===== src/rtl/line_pulse_gen.sv =====
// rtl/line_pulse_gen.sv - line-rate sync pulse, field-start marker and half-block square wave generator
//
// Optional feature macro: BROAD_PULSE_EN
//   When defined, line_pulse is inverted during lines 0, 1 and 2 of each field
//   (vertical serration / broad pulses). When undefined, the logic is absent.
//
// All outputs are registered and are decoded from the next counter values, so
// they change on the same edge as the counters with no added latency.

module line_pulse_gen #(
   parameter int LINE_CLKS       = 64,
   parameter int PULSE_CLKS      = 5,
   parameter int LINES_PER_FIELD = 312,
   parameter int BLOCK_LINES     = 50
) (
   input  logic       cp,
   input  logic       rst,
   input  logic       en,
   output logic       line_pulse,
   output logic       field_start,
   output logic       half_block,
   output logic [8:0] line_num,
   output logic       busy
);

   // Counter widths: $clog2 of the range, never narrower than one bit.
   localparam int H_W = (LINE_CLKS   > 2) ? $clog2(LINE_CLKS)   : 1;
   localparam int B_W = (BLOCK_LINES > 2) ? $clog2(BLOCK_LINES) : 1;

   localparam logic [H_W-1:0] H_LAST  = H_W'(LINE_CLKS - 1);
   localparam logic [H_W-1:0] H_PULSE = H_W'(PULSE_CLKS);
   localparam logic [8:0]     L_LAST  = 9'(LINES_PER_FIELD - 1);
   localparam logic [B_W-1:0] B_LAST  = B_W'(BLOCK_LINES - 1);
   localparam logic [B_W-1:0] B_HALF  = B_W'(BLOCK_LINES / 2);

   // Elaboration-time parameter sanity checks.
   if (LINES_PER_FIELD > 512) begin : g_bad_lines_per_field
      $error("line_pulse_gen: LINES_PER_FIELD must not exceed 512 (line_num is 9 bits)");
   end
   if (LINES_PER_FIELD < 2) begin : g_small_lines_per_field
      $error("line_pulse_gen: LINES_PER_FIELD must be at least 2");
   end
   if (LINE_CLKS < 4) begin : g_bad_line_clks
      $error("line_pulse_gen: LINE_CLKS must be at least 4");
   end
   if ((PULSE_CLKS < 1) || (PULSE_CLKS > LINE_CLKS - 2)) begin : g_bad_pulse_clks
      $error("line_pulse_gen: PULSE_CLKS must be in 1 .. LINE_CLKS-2");
   end
   if ((BLOCK_LINES < 2) || ((BLOCK_LINES % 2) != 0)) begin : g_bad_block_lines
      $error("line_pulse_gen: BLOCK_LINES must be even and at least 2");
   end

   logic [H_W-1:0] h_count;
   logic [B_W-1:0] blk_count;

   logic           line_wrap;
   logic [H_W-1:0] h_next;
   logic [8:0]     line_next;
   logic [B_W-1:0] blk_next;
   logic           pulse_next;
   logic           field_next;
   logic           half_next;

   // Next counter values for an enabled edge; line and block advance on line wrap.
   always_comb begin
      line_wrap = (h_count == H_LAST);
      h_next    = line_wrap ? '0 : (h_count + H_W'(1));
      line_next = line_num;
      blk_next  = blk_count;
      if (line_wrap) begin
         line_next = (line_num  == L_LAST) ? '0 : (line_num + 9'd1);
         blk_next  = (blk_count == B_LAST) ? '0 : (blk_count + B_W'(1));
      end
   end

   // Output decode from the values about to be loaded into the counters.
   always_comb begin
      pulse_next = (h_next < H_PULSE);
`ifdef BROAD_PULSE_EN
      // Broad pulses: lines 0..2 carry the inverted pulse; fewer lines per
      // field simply means fewer affected lines.
      if (line_next < 9'd3) begin
         pulse_next = ~pulse_next;
      end
`else
`endif
      field_next = (line_next == 9'd0);
      half_next  = (blk_next >= B_HALF);
   end

   // Counter and output registers: reset wins over en, en=0 holds everything.
   always_ff @(posedge cp) begin
      if (rst) begin
         h_count     <= H_LAST;
         line_num    <= L_LAST;
         blk_count   <= B_LAST;
         line_pulse  <= 1'b0;
         field_start <= 1'b0;
         half_block  <= 1'b0;
         busy        <= 1'b0;
      end else if (en) begin
         h_count     <= h_next;
         line_num    <= line_next;
         blk_count   <= blk_next;
         line_pulse  <= pulse_next;
         field_start <= field_next;
         half_block  <= half_next;
         busy        <= 1'b1;
      end
   end

endmodule


===== config.mk =====
export PLATFORM = sky130hd
export DESIGN_NAME = line_pulse_gen
export DESIGN_NICKNAME = d
export VERILOG_FILES = /design/src/rtl/line_pulse_gen.sv
export SDC_FILE = /design/constraint.sdc
export NUM_CORES = 1
export LEC_CHECK = 0
export CELL_PAD_IN_SITES_DETAIL_PLACEMENT = 2
export CELL_PAD_IN_SITES_GLOBAL_PLACEMENT = 2
export CORE_MARGIN = 2
export CORE_UTILIZATION = 33
export CTS_CLUSTER_DIAMETER = 30
export DETAILED_ROUTE_END_ITERATION = 10
export PLACE_DENSITY = 0.89
export SLEW_MARGIN = 25
export SYNTH_ARGS = -nofsm -noshare
export SYNTH_HDL_FRONTEND = slang
export SYNTH_SLANG_ARGS = --single-unit

===== constraint.sdc =====
create_clock -name cp -period 2.2 [get_ports cp]
set_input_delay 0.44 -clock cp [delete_from_list [all_inputs] [get_ports cp]]
set_output_delay 0.44 -clock cp [all_outputs]
set_load 0.03 [all_outputs]

==> results.cfg <==
[status]
status = complete, no violations

[grt]
antenna_found_initial = 0
grt_max_degree = 16
grt_pass1_wl_mm = 8.65
overflow = 0
gr-usage-all-layers_pct = 21.9
first_global_vias = 1627

[setup_path]
cp.required_ps = 2380
endpoint_kind = flip-flop
cp-start-kind = flip-flop
crit_fanout = 8
worstPathArrival_ps = 2250
crit_type = flip-flop to flip-flop

[routing]
vias_per_cell = 6.00
postRouteAntennaNets = 0
wl_per_cell_um = 20.5
totalWireLength_mm = 5.14
vias = 1507
drcViolationCount = 0
dr.pass1.iters = 4
drt_iter0_drc = 104

[floorplan]
die_h_um = 71.6
die_area_um2 = 5120
core_area_um2 = 4380
pin_count = 16
die_w_um = 71.6
start_util_pct = 34.4
rows = 24

[placed_design]
place.port_buffers = 15
dp.cells = 247
placed_area_um2 = 1710
gp_congestion = 0.841
hpwl_mm = 3.53

[flow_run]
cap_violations = 0

[power]
irDropWorstVdd_v = 0.000279
p_leak_nw = 0.701
power.density_nw_per_um2 = 812

[clock_tree]
cts_buffers = 3
clkSlewWorstSetupHoldPaths_ps = 100
postCtsSetupBuffers = 0
clock_sinks = 25
clk_latency_ps = 280
htree_levels = 1
cts_max_path_buffers = 2
cts_tree = yes
cts-root-buf = clkbuf_8

[timing]
tightest_slew_ps = 584
final-setup-viol-count = 0
final_max_slew_viol_count = 0
fin_hold_ws_ps = 501
max_freq_ghz = 0.482
skew_ps = 5.24
fin_setup_tns_ps = 0
fin_crit_ps = 2070
rsz0062_at_grt = false
relSlewSlack_pct = 60.7
fin_crit_sh_pct = 94.3
hold_viol_final = 0

[cells_and_area]
nets = 207
antennaDiodeCount = 0
mostFrequentLayoutCells = 24 x dfxtp_1, 23 x nand2_1, 15 x clkdlybuf4s50_1
synthToLayoutAreaGrowth_pct = 17.0
final_cell_area_um2 = 1760
layout_commonest_cell = dfxtp_1
post-route-util_pct = 40.2
stdcell_count = 251
drive_above_1_share_pct = 10.6
num-fill-cells = 497

[yosys]
synth_area_um2 = 1510
ys_seq_area_share_pct = 33.2
synth_area_per_cell_um2 = 8.19
ys.flop_type = dfxtp_1
synth_top_area_share_pct = 33.2
synth.distinct_cells = 52
ys.warnings.count = 0
synthesis.nets = 191
synth-seq-cells = 25
syn_inst = 184
synthArstFlopShare_pct = 0
synth-edff-count = 0
synth.area.top_cells = dfxtp_1 33%, nand2_1 5.7%, a21oi_1 4.0%, nand3_1 3.7%, ha_1 3.3%
synth_top_cell_by_area = dfxtp_1

[worst_hold_path]
hp-class = flip-flop to flip-flop
-- layer usage --
layer / up-vias / routed length (µm) / global-route usage (%)
li1: 712 / - / -
met1: 734 / 2180 / 27.1
met2: 45 / 2660 / 39.1
met3: 16 / 149 / 2.25
met4: 0 / 146 / 8.39
met5: - / 0 / 0
-- synthesized netlist by cell type, drive strengths merged (2+ instances only) --
cell	n
or3	4
nor2b	2
o31ai	4
o22ai	3
ha	4
inv	8
and4	3
o211ai	6
a21o	2
nand2b	2
a211o	2
clkbuf	4
or4	2
a31oi	3
dfxtp	25
nand4	4
and3	6
o21ai	4
nand3	12
mux2i	2
xnor2	2
nor2	12
o311ai	2
nand2	24
buf	7
xor2	3
a211oi	3
a21oi	12
nor4b	2
-- repair_timing --
action | CTS | global route
endpoints found under the setup margin | 0 | 11
gates resized for setup | 0 | 4
hold buffers | 0 | 0
endpoints found under the hold margin | 0 | 0
-- state kept, by name, indices dropped and copies added, names as in the netlist --
signal	cells
field_start	1
busy	1
half_block	1
line_pulse	1
blk_count	6
h_count	6
line_num	9
-- through the flow --
| stage | worst slack, ps | total power [mW] |
|---|---|---|
| 3_3_place_gp | 215 | 1.07 |
| 4_1_cts | 29.0 | 1.43 |
| 5_1_grt | 15.3 | 1.52 |
| 2_1_floorplan | 135 | 0.952 |
| 6_report | 126 | 1.43 |
| 3_5_place_dp | 108 | 1.11 |
-- logic make-up after synthesis --
logic type | Yosys count | share of synthesized area [%]
AO/OA/AOI/OAI | 50 | 24.1
XOR/XNOR | 5 | 2.91
adder cells (fa/ha/maj) | 4 | 3.32
buffers and inverters | 20 | 6.64
flip-flops | 25 | 33.2
multiplexers | 3 | 2.08
AND/OR/NAND/NOR | 77 | 27.7
-- critical path: stages (launching register included) --
cell      delay, ps
dfxtp_1         470
ha_1            250
nor4b_2         300
a21boi_0        280
o31ai_4         250
o41ai_2         120
a211o_1         310
-- path summary, 6_finish.rpt --
kind	endpoint	slack, ps	startpoint	depth (start not counted)
setup / recovery	line_num[5]	130	line_num[1]	6
hold / removal	busy	500	busy	2
setup reg to reg	line_num[5]	130	line_num[1]	6
hold reg to reg	busy	500	busy	2
-- power breakdown --
part	leakage (nW)	total, mW	internal [mW]	switching (mW)
clock network	0.0217	0.297	0.129	0.168
logic	0.474	0.550	0.213	0.337
registers	0.205	0.585	0.500	0.0853
-- cell type report --
type,count,area [µm²],share of cell area [%]
multi-input combinational,139,911,51.7
sequential,25,502,28.5
timing repair buffer,22,203,11.5
tap,52,65.1,3.69
clock buffer,3,41.3,2.34
inverter,9,33.8,1.92
clock inverter,1,7.51,0.426
(Power assumes the default switching activity.)
